`config.mk`:
```
export PLATFORM = sky130hd
export DESIGN_NAME = mips_multicycle_ctrl_flat
export DESIGN_NICKNAME = d
export VERILOG_FILES = /design/src/rtl/mips_multicycle_ctrl_if.sv /design/src/rtl/mips_multicycle_ctrl.sv /design/src/flat_wrapper.sv
export SDC_FILE = /design/constraint.sdc
export NUM_CORES = 1
export LEC_CHECK = 0
export ABC_AREA = 1
export CAP_MARGIN = 10
export CORE_UTILIZATION = 41
export DETAILED_ROUTE_END_ITERATION = 16
export PLACE_DENSITY_LB_ADDON = 0.15
export SLEW_MARGIN = 20
export SYNTH_ARGS = -nofsm -noshare
export SYNTH_HDL_FRONTEND = slang
export SYNTH_SLANG_ARGS = --single-unit
```
`constraint.sdc`:
```
create_clock -name clk -period 2.3 [get_ports clk]
set_input_delay 0.46 -clock clk [delete_from_list [all_inputs] [get_ports clk]]
set_output_delay 0.46 -clock clk [all_outputs]
set_load 0.01 [all_outputs]
```
`src/rtl/mips_multicycle_ctrl_if.sv`:
```
// Control bundle between the multicycle MIPS controller and its datapath.
// master = controller side, slave = datapath side.
interface mips_multicycle_ctrl_if;
  logic [5:0] op;
  logic [5:0] funct;
  logic       zero;
  logic       memready;
  logic       pcen;
  logic       iord;
  logic       memwrite;
  logic       irwrite;
  logic       regdst;
  logic       memtoreg;
  logic       regwrite;
  logic       alusrca;
  logic [1:0] alusrcb;
  logic [1:0] pcsrc;
  logic [3:0] alucontrol;
  logic [3:0] state;
  logic       instr_done;
  logic       illegal;

  modport master (
    input  op, funct, zero, memready,
    output pcen, iord, memwrite, irwrite,
    output regdst, memtoreg, regwrite,
    output alusrca, alusrcb, pcsrc,
    output alucontrol, state,
    output instr_done, illegal
  );

  modport slave (
    output op, funct, zero, memready,
    input  pcen, iord, memwrite, irwrite,
    input  regdst, memtoreg, regwrite,
    input  alusrca, alusrcb, pcsrc,
    input  alucontrol, state,
    input  instr_done, illegal
  );
endinterface

```
`src/rtl/mips_multicycle_ctrl.sv`:
```
// Multicycle MIPS control FSM: one state per cycle, memory-ready stalls.
// Outputs are decoded from the state register plus memready/zero/funct.
module mips_multicycle_ctrl #(
  parameter bit USE_MEMREADY = 1'b1
) (
  input logic clk,
  input logic reset,
  mips_multicycle_ctrl_if.master bus
);
  typedef enum logic [3:0] {
    FETCH    = 4'd0,
    DECODE   = 4'd1,
    MEMADR   = 4'd2,
    MEMRD    = 4'd3,
    MEMWB    = 4'd4,
    MEMWR    = 4'd5,
    EXECUTE  = 4'd6,
    ALUWB    = 4'd7,
    BRANCH   = 4'd8,
    ADDIEXEC = 4'd9,
    ADDIWB   = 4'd10,
    JUMP     = 4'd11
  } state_t;

  localparam logic [3:0] ALU_AND = 4'b0000;
  localparam logic [3:0] ALU_OR  = 4'b0001;
  localparam logic [3:0] ALU_ADD = 4'b0010;
  localparam logic [3:0] ALU_SUB = 4'b0110;
  localparam logic [3:0] ALU_SLT = 4'b0111;
  localparam logic [3:0] ALU_NOR = 4'b1100;

  state_t     st;
  state_t     cur;
  state_t     nx;
  logic       mr;
  logic       fn_ok;
  logic [3:0] fn_ac;
  logic       pcwrite;
  logic       branch;
  logic       memwrite;
  logic       irwrite;
  logic       regwrite;
  logic       done;
  logic       ill;

  assign mr = USE_MEMREADY ? bus.memready : 1'b1;

  always_ff @(posedge clk) begin
    if (!reset) st <= FETCH;
    else        st <= nx;
  end

  // While reset is low the select decode behaves as FETCH.
  assign cur = reset ? st : FETCH;

  always_comb begin
    fn_ok = 1'b1;
    fn_ac = ALU_ADD;
    case (bus.funct)
      6'b100000: fn_ac = ALU_ADD;
      6'b100010: fn_ac = ALU_SUB;
      6'b100100: fn_ac = ALU_AND;
      6'b100101: fn_ac = ALU_OR;
      6'b100111: fn_ac = ALU_NOR;
      6'b101010: fn_ac = ALU_SLT;
      default:   fn_ok = 1'b0;
    endcase
  end

  always_comb begin
    nx             = FETCH;
    pcwrite        = 1'b0;
    branch         = 1'b0;
    memwrite       = 1'b0;
    irwrite        = 1'b0;
    regwrite       = 1'b0;
    done           = 1'b0;
    ill            = 1'b0;
    bus.iord       = 1'b0;
    bus.regdst     = 1'b0;
    bus.memtoreg   = 1'b0;
    bus.alusrca    = 1'b0;
    bus.alusrcb    = 2'b00;
    bus.pcsrc      = 2'b00;
    bus.alucontrol = ALU_ADD;
    case (cur)
      FETCH: begin
        bus.alusrcb = 2'b01;
        irwrite     = mr;
        pcwrite     = mr;
        nx          = mr ? DECODE : FETCH;
      end
      DECODE: begin
        bus.alusrcb = 2'b11;
        case (bus.op)
          6'b100011,
          6'b101011: nx = MEMADR;
          6'b000000: nx = EXECUTE;
          6'b000100: nx = BRANCH;
          6'b001000: nx = ADDIEXEC;
          6'b000010: nx = JUMP;
          default:   ill = 1'b1;
        endcase
      end
      MEMADR: begin
        bus.alusrca = 1'b1;
        bus.alusrcb = 2'b10;
        nx = bus.op[3] ? MEMWR : MEMRD;
      end
      MEMRD: begin
        bus.iord = 1'b1;
        nx = mr ? MEMWB : MEMRD;
      end
      MEMWB: begin
        bus.memtoreg = 1'b1;
        regwrite     = 1'b1;
        done         = 1'b1;
      end
      MEMWR: begin
        bus.iord = 1'b1;
        memwrite = 1'b1;
        done     = mr;
        nx = mr ? FETCH : MEMWR;
      end
      EXECUTE: begin
        bus.alusrca    = 1'b1;
        bus.alucontrol = fn_ac;
        ill = !fn_ok;
        nx  = fn_ok ? ALUWB : FETCH;
      end
      ALUWB: begin
        bus.regdst = 1'b1;
        regwrite   = 1'b1;
        done       = 1'b1;
      end
      BRANCH: begin
        bus.alusrca    = 1'b1;
        bus.alucontrol = ALU_SUB;
        bus.pcsrc      = 2'b01;
        branch         = 1'b1;
        done           = 1'b1;
      end
      ADDIEXEC: begin
        bus.alusrca = 1'b1;
        bus.alusrcb = 2'b10;
        nx = ADDIWB;
      end
      ADDIWB: begin
        regwrite = 1'b1;
        done     = 1'b1;
      end
      JUMP: begin
        bus.pcsrc = 2'b10;
        pcwrite   = 1'b1;
        done      = 1'b1;
      end
      default: ill = 1'b1;
    endcase
  end

  assign bus.pcen       = reset & (pcwrite | (branch & bus.zero));
  assign bus.memwrite   = reset & memwrite;
  assign bus.irwrite    = reset & irwrite;
  assign bus.regwrite   = reset & regwrite;
  assign bus.instr_done = reset & done;
  assign bus.illegal    = reset & ill;
  assign bus.state      = st;
endmodule

```
`src/flat_wrapper.sv`:
```
// flat-port wrapper written by rule: the top's interface ports become plain ports
module mips_multicycle_ctrl_flat 
#(
  parameter bit USE_MEMREADY = 1'b1
)
  (clk, reset, bus_op, bus_funct, bus_zero, bus_memready, bus_pcen, bus_iord, bus_memwrite, bus_irwrite, bus_regdst, bus_memtoreg, bus_regwrite, bus_alusrca, bus_alusrcb, bus_pcsrc, bus_alucontrol, bus_state, bus_instr_done, bus_illegal);
  mips_multicycle_ctrl_if bus_i ();
  input logic clk;
  input logic reset;
  input wire logic [$bits(bus_i.op)-1:0] bus_op;
  input wire logic [$bits(bus_i.funct)-1:0] bus_funct;
  input wire logic [$bits(bus_i.zero)-1:0] bus_zero;
  input wire logic [$bits(bus_i.memready)-1:0] bus_memready;
  output wire logic [$bits(bus_i.pcen)-1:0] bus_pcen;
  output wire logic [$bits(bus_i.iord)-1:0] bus_iord;
  output wire logic [$bits(bus_i.memwrite)-1:0] bus_memwrite;
  output wire logic [$bits(bus_i.irwrite)-1:0] bus_irwrite;
  output wire logic [$bits(bus_i.regdst)-1:0] bus_regdst;
  output wire logic [$bits(bus_i.memtoreg)-1:0] bus_memtoreg;
  output wire logic [$bits(bus_i.regwrite)-1:0] bus_regwrite;
  output wire logic [$bits(bus_i.alusrca)-1:0] bus_alusrca;
  output wire logic [$bits(bus_i.alusrcb)-1:0] bus_alusrcb;
  output wire logic [$bits(bus_i.pcsrc)-1:0] bus_pcsrc;
  output wire logic [$bits(bus_i.alucontrol)-1:0] bus_alucontrol;
  output wire logic [$bits(bus_i.state)-1:0] bus_state;
  output wire logic [$bits(bus_i.instr_done)-1:0] bus_instr_done;
  output wire logic [$bits(bus_i.illegal)-1:0] bus_illegal;
  assign bus_i.op = bus_op;
  assign bus_i.funct = bus_funct;
  assign bus_i.zero = bus_zero;
  assign bus_i.memready = bus_memready;
  assign bus_pcen = bus_i.pcen;
  assign bus_iord = bus_i.iord;
  assign bus_memwrite = bus_i.memwrite;
  assign bus_irwrite = bus_i.irwrite;
  assign bus_regdst = bus_i.regdst;
  assign bus_memtoreg = bus_i.memtoreg;
  assign bus_regwrite = bus_i.regwrite;
  assign bus_alusrca = bus_i.alusrca;
  assign bus_alusrcb = bus_i.alusrcb;
  assign bus_pcsrc = bus_i.pcsrc;
  assign bus_alucontrol = bus_i.alucontrol;
  assign bus_state = bus_i.state;
  assign bus_instr_done = bus_i.instr_done;
  assign bus_illegal = bus_i.illegal;
  mips_multicycle_ctrl #(.USE_MEMREADY(USE_MEMREADY)) u_core (.clk(clk), .reset(reset), .bus(bus_i));
endmodule
```
==> results of run 1 <==
==> worst max-delay path, cell delays in order <==
cell and delay, ns:
dlygate4sd2_1 0.24, buf_6 0.16, nand2_4 0.10, nand3_4 0.11, nor2_4 0.13, buf_4 0.13
nand2_1 0.07, a31oi_1 0.13, dlygate4sd2_1 0.30
==> cell type report <==
cell class	count	area [µm²]
Fill cell	69	128
Inverter	26	101
Tap cell	16	20.0
Sequential cell	4	80.1
Clock buffer	3	22.5
Timing Repair Buffer	78	651
Multi-Input combinational cell	87	539
==> how the worst min path moves through the flow <==
stage          cells after the start                  end  slack [ns]           startpoint
2_1_floorplan                      2  u_core.bus.state[2]        0.62         bus_memready
6_report                           6  u_core.bus.state[2]        0.86  u_core.bus.state[0]
3_3_place_gp                       6  u_core.bus.state[2]        0.80  u_core.bus.state[2]
5_1_grt                            5  u_core.bus.state[0]        0.92                reset
3_5_place_dp                       6  u_core.bus.state[2]        0.80  u_core.bus.state[2]
4_1_cts                            6  u_core.bus.state[2]        0.83  u_core.bus.state[0]
==> routing by layer <==
metal / vias to the layer above / share of wire, % / global-route usage (%)
met1: 558 / 36 / 40.5
met3: 40 / 9.6 / 2.55
li1: 552 / - / -
met4: 0 / 7.1 / 19.4
met2: 124 / 47 / 62.7
met5: - / 0 / 0
==> cell usage in the layout (no fill, tap or decap), types with 2 or more instances in the layout <==
cell type / instances
buf_4: 40
clkdlybuf4s50_1: 19
inv_1: 18
nor2_1: 17
nand2_1: 15
nand3_1: 15
dlygate4sd2_1: 9
nor2_4: 7
nand4_1: 7
inv_2: 6
nand2_4: 4
a21oi_1: 4
dfxtp_1: 4
nand3_2: 3
clkbuf_4: 3
buf_2: 3
o21ai_2: 2
o21ai_1: 2
clkdlybuf4s15_1: 2
dlymetal6s2s_1: 2
clkbuf_2: 2
==> power breakdown <==
group / internal (mW) / switching [mW] / leakage [nW]
sequential: 0.0713 / 0.00286 / 0.0325
combinational: 0.0638 / 0.0594 / 0.762
clock: 0.0579 / 0.0223 / 0.0138
total: 0.193 / 0.0845 / 0.808
==> stage by stage <==
stage / total power, mW / instance area, µm² / cells
5_1_grt: 0.290 / 1410 / 214
3_5_place_dp: 0.180 / 1300 / 201
4_1_cts: 0.265 / 1390 / 212
6_report: 0.278 / 1410 / 214
2_1_floorplan: 0.113 / 689 / 118
3_3_place_gp: 0.177 / 1300 / 201
==> timing repair <==
item,in CTS,in global routing
endpoints found under the setup margin,18,10
pin swaps,3,5
gates resized for setup,32,14
setup buffers,8,2
==> kinds of logic (layout without fill, tap and decap cells) <==
| kind of cell | after synthesis | after routing | share of synthesized area [%] |
|---|---|---|---|
| DFF | 4 | 4 | 11.6 |
| AOI/OAI and AO/OA | 14 | 14 | 11.8 |
| and+or+nand+nor | 73 | 73 | 60.6 |
| buffers and inverters | 27 | 107 | 16.0 |
==> flow_summary_export.csv, run 1 <==
group,metric,value,unit
status,run_status,"completed",
sta,drv_slew,0,
synth,synth_edf_count,0,
clock_network,clock_latency,0.22,ns
placement,io_buffers,37,
route,via_count,1274,
sta,setup-violations-final,0,
synth,synth.distinct_cells,25,
final_layout,largest_reg_flops,4,
sta,fmax,0.437,GHz
floorplanning,initial_core_util,44.7,%
global_route,grt_usage,35.0,%
clock_network,cts.sinks,4,
route,drtIter0Drc,89,
worst_setup_path,r2r_end,"u_core.bus.state[0]",
worst_setup_path,crit_start,"reset",
clock_network,cts_tree,"yes",
floorplanning,coreArea,1540,µm²
pwr,p_leak,0.808,nW
global_route,antenna_found_initial,0,
min_path,min_path_type,"reg2reg",
final_layout,drive_gt1_share,38.9,%
worst_setup_path,r2r_setup_slack,0.81,ns
floorplanning,io_pins,38,
worst_setup_path,required,1.84,ns
clock_network,clockBufferDepth,2,
worst_setup_path,r2r_cells,9,
synth,async_flop_share,0,%
final_layout,fin_util,91.7,%
worst_setup_path,worst_setup_path_endpoint,"bus_pcen",
final_layout,antenna_cells,0,
synth,syn-num-nets,134,
sta,timing.hold.ws,0.862,ns
sta,slew_headroom,75.5,%
global_route,grt_pass1_vias,1175,
final_layout,syn2layout_area_growth,105,%
clock_network,cts_buffers,3,
synth,synth_area_leader_cell,"dfxtp_1",
sta,setup_ws,0.0133,ns
route,wl_per_cell,17.3,µm
synth,yosys_warnings,0,
worst_setup_path,reg2reg_from,"u_core.bus.state[3]",
synth,ys_ff_latch,4,
worst_setup_path,critical_path_class,"in2out",
worst_setup_path,crit_fanout,8,
floorplanning,rows,14,
sta,period_needed,2.29,ns
route,drc,0,
worst_setup_path,crit_arrival,1.83,ns
synth,ys_top_cells_by_count,"inv_1 (20), nor2_1 (19), nand3_1 (16)",
synth,netlist_instances,118,
floorplanning,die_h,43.0,µm
placement,gp_congestion,0.853,
clock_network,clk_pin_slew,0.03,ns
synth,synthFlopType,"dfxtp_1",
sta,tns,0,ns
synth,synth_seq_area_share,11.6,%
worst_setup_path,worstSetupStartpointType,"input pin",
clock_network,cts_root_buffer,"clkbuf_4",
synth,synth.most_common_cell,"inv_1",
global_route,grt_pass1_wl,5110,µm
sta,fin_skew,0.00188,ns
route,ant_nets,0,
flow_run,drv_cap,0,
floorplanning,die_x,43.0,µm
pwr,irDropWorstVdd,0.432,mV
worst_setup_path,end_kind,"output port",
global_route,grt_overflow,0,
synth,postSynthAreaPerCell,5.84,µm²
clock_network,htree_levels,1,
pwr,p_per_area,196,nW/µm²
sta,worstMarginPinSlew,0.368,ns
synth,synthesis.area,689,µm²
synth,synth_area_leaders,"dfxtp_1 (12%), nand3_1 (12%), inv_1 (11%)",
sta,finalCritPeriodShare,99.4,%
route,dr.pass1.iters,4,
placement,pre_cts_ws,-0.445,ns
clock_network,hold_buffers,0,
floorplanning,die_area,1850,µm²
placement,dp_hpwl,1870,µm
route,wirelength,3710,µm
global_route,grt_max_degree,9,
final_layout,layout.nets,216,
sta,hold_violations,0,
route,via_per_inst,5.95,
synth,synth_top_area_share,11.6,%
Note: power is estimated with default switching activity, not from simulation.
==> run 2: changes to the inputs <==
CELL_PAD_IN_SITES_DETAIL_PLACEMENT = 1   (was default)
CELL_PAD_IN_SITES_GLOBAL_PLACEMENT = 1   (was default)
DONT_BUFFER_PORTS = 1   (was default)
==> run 2 against run 1 <==
Compared with the run above: setup slack improved by 0.26 ns; sequential cell count did not move; cell count fell by 36%; highest routed layer unchanged.
==> flow_summary_export.csv, run 2 (synthesized netlist as in run 1, its figures left out) <==
group,metric,value,unit
global_route,grt_pass1_vias,728,
global_route,antenna_found_initial,0,
sta,worstMarginPinSlew,0.319,ns
route,wl_per_cell,14.2,µm
pwr,p_leak,0.408,nW
route,drc,0,
worst_setup_path,crit_cells,5,
global_route,grt_pass1_wl,3370,µm
pwr,combPwrFrac,19.3,%
sta,drv_slew,0,
sta,fin_skew,0.00464,ns
final_layout,layout_common_cells,"inv_1 (20), nor2_1 (19), nand3_1 (16)",
sta,fmax,0.493,GHz
pwr,p_int,0.143,mW
clock_network,hold_buffers,0,
clock_network,clockBufferDepth,2,
worst_setup_path,timing.critical_path.buf_inv,2,
clock_network,cts_root_buffer,"clkbuf_4",
worst_setup_path,crit_start,"u_core.bus.state[0]",
pwr,irDropWorstVdd,0.261,mV
min_path,min_to,"u_core.bus.state[0]",
worst_setup_path,critical_path_class,"reg2out",
final_layout,antenna_cells,0,
floorplanning,rows,14,
clock_network,post_cts_resized,0,
sta,hold_violations,0,
worst_setup_path,cpPeakStageDelay,0.48,ns
floorplanning,die_h,43.0,µm
final_layout,final_common_cell,"inv_1",
pwr,p_per_area,284,nW/µm²
floorplanning,coreArea,1540,µm²
worst_setup_path,worst_path_max_delay_cell,"dfxtp_1",
pwr,p_sw_share,30.3,%
global_route,grt_usage,23.4,%
clock_network,cts_buffers,3,
placement,dp_hpwl,1650,µm
worst_setup_path,r2r_cells,8,
sta,slew_headroom,78.7,%
sta,tns,0,ns
clock_network,cts.sinks,4,
status,run_status,"completed",
clock_network,post_cts_buffers,0,
worst_setup_path,crit_fanout,4,
floorplanning,die_area,1850,µm²
pwr,switching_power,0.0620,mW
clock_network,htree_levels,1,
floorplanning,io_pins,38,
worst_setup_path,r2r_end,"u_core.bus.state[0]",
global_route,grt_overflow,0,
worst_setup_path,end_kind,"output port",
min_path,min_path_type,"in2reg",
placement,gp_congestion,0.793,
route,via_count,769,
min_path,hold_path_depth,2,
flow_run,drv_cap,0,
placement,io_buffers,0,
final_layout,syn2layout_area_growth,4.54,%
worst_setup_path,r2r_setup_slack,1.01,ns
sta,finalCritPeriodShare,88.2,%
worst_setup_path,cp_common_cell,"inv_1",
clock_network,clock_latency,0.24,ns
worst_setup_path,crit_chain,"inv_1, nor2_4, inv_1, a21oi_1, o21bai_1",
route,via_per_inst,5.65,
sta,period_needed,2.03,ns
clock_network,cts_tree,"yes",
final_layout,drive_gt1_share,20.0,%
min_path,hold_start,"reset",
final_layout,layout.nets,138,
route,ant_nets,0,
route,dr.pass1.iters,4,
global_route,grt_max_degree,10,
sta,rsz0062_at_grt,"false",
worst_setup_path,crit_arrival,1.57,ns
worst_setup_path,required,1.84,ns
pwr,pwr-share-clk,44.1,%
clock_network,clk_pin_slew,0.04,ns
pwr,pwr-share-seq,36.5,%
floorplanning,die_x,43.0,µm
worst_setup_path,worstSetupStartpointType,"flip-flop",
floorplanning,initial_core_util,44.7,%
worst_setup_path,reg2reg_from,"u_core.bus.state[0]",
worst_setup_path,critical_path.top_delay_family,"flip-flops",
route,wirelength,1930,µm
sta,timing.hold.ws,0.344,ns
final_layout,largest_reg_flops,4,
sta,setup-violations-final,0,
route,drtIter0Drc,7,
-- run 2: routing by layer --
metal	part of all wire, %	global-route usage (%)
met1	47	32.6
met5	0	0
met3	5.2	1.70
met2	47	40.0
met4	0.73	3.64
-- run 2: layout make-up --
class | instances | area [µm²]
Clock buffer | 3 | 22.5
Fill cell | 228 | 821
Inverter | 26 | 98.8
Multi-Input combinational cell | 87 | 499
Sequential cell | 4 | 80.1
Tap cell | 16 | 20.0
-- run 2: metrics by stage --
stage | std cells | total power [mW] | setup WS, ns | instance area, µm² | util (%)
after floorplan | 118 | 0.113 | 0.581 | 689 | -
after global placement | 133 | 0.114 | 0.601 | 698 | 45.3
after detailed placement | 133 | 0.116 | 0.517 | 698 | 45.3
after CTS | 136 | 0.205 | 0.265 | 721 | 46.8
after global routing | 136 | 0.216 | 0.195 | 721 | 46.8
final | 136 | 0.205 | 0.271 | 721 | 46.8
-- run 2: power by group through the flow --
stage	clock, mW	sequential, mW	combinational, mW
6_report	0.0903	0.0747	0.0396
5_1_grt	0.0955	0.0747	0.0459
4_1_cts	0.0906	0.0747	0.0399
3_5_place_dp	0	0.0758	0.0398
3_3_place_gp	0	0.0755	0.0383
2_1_floorplan	0	0.0752	0.0381
-- run 2: worst max path at each step --
stage                                 to  slack [ns]
after global placement      bus_regwrite        0.60
after CTS                   bus_regwrite        0.26
after global routing        bus_regwrite        0.20
after floorplan           bus_instr_done        0.58
final                       bus_regwrite        0.27
after detailed placement    bus_regwrite        0.52
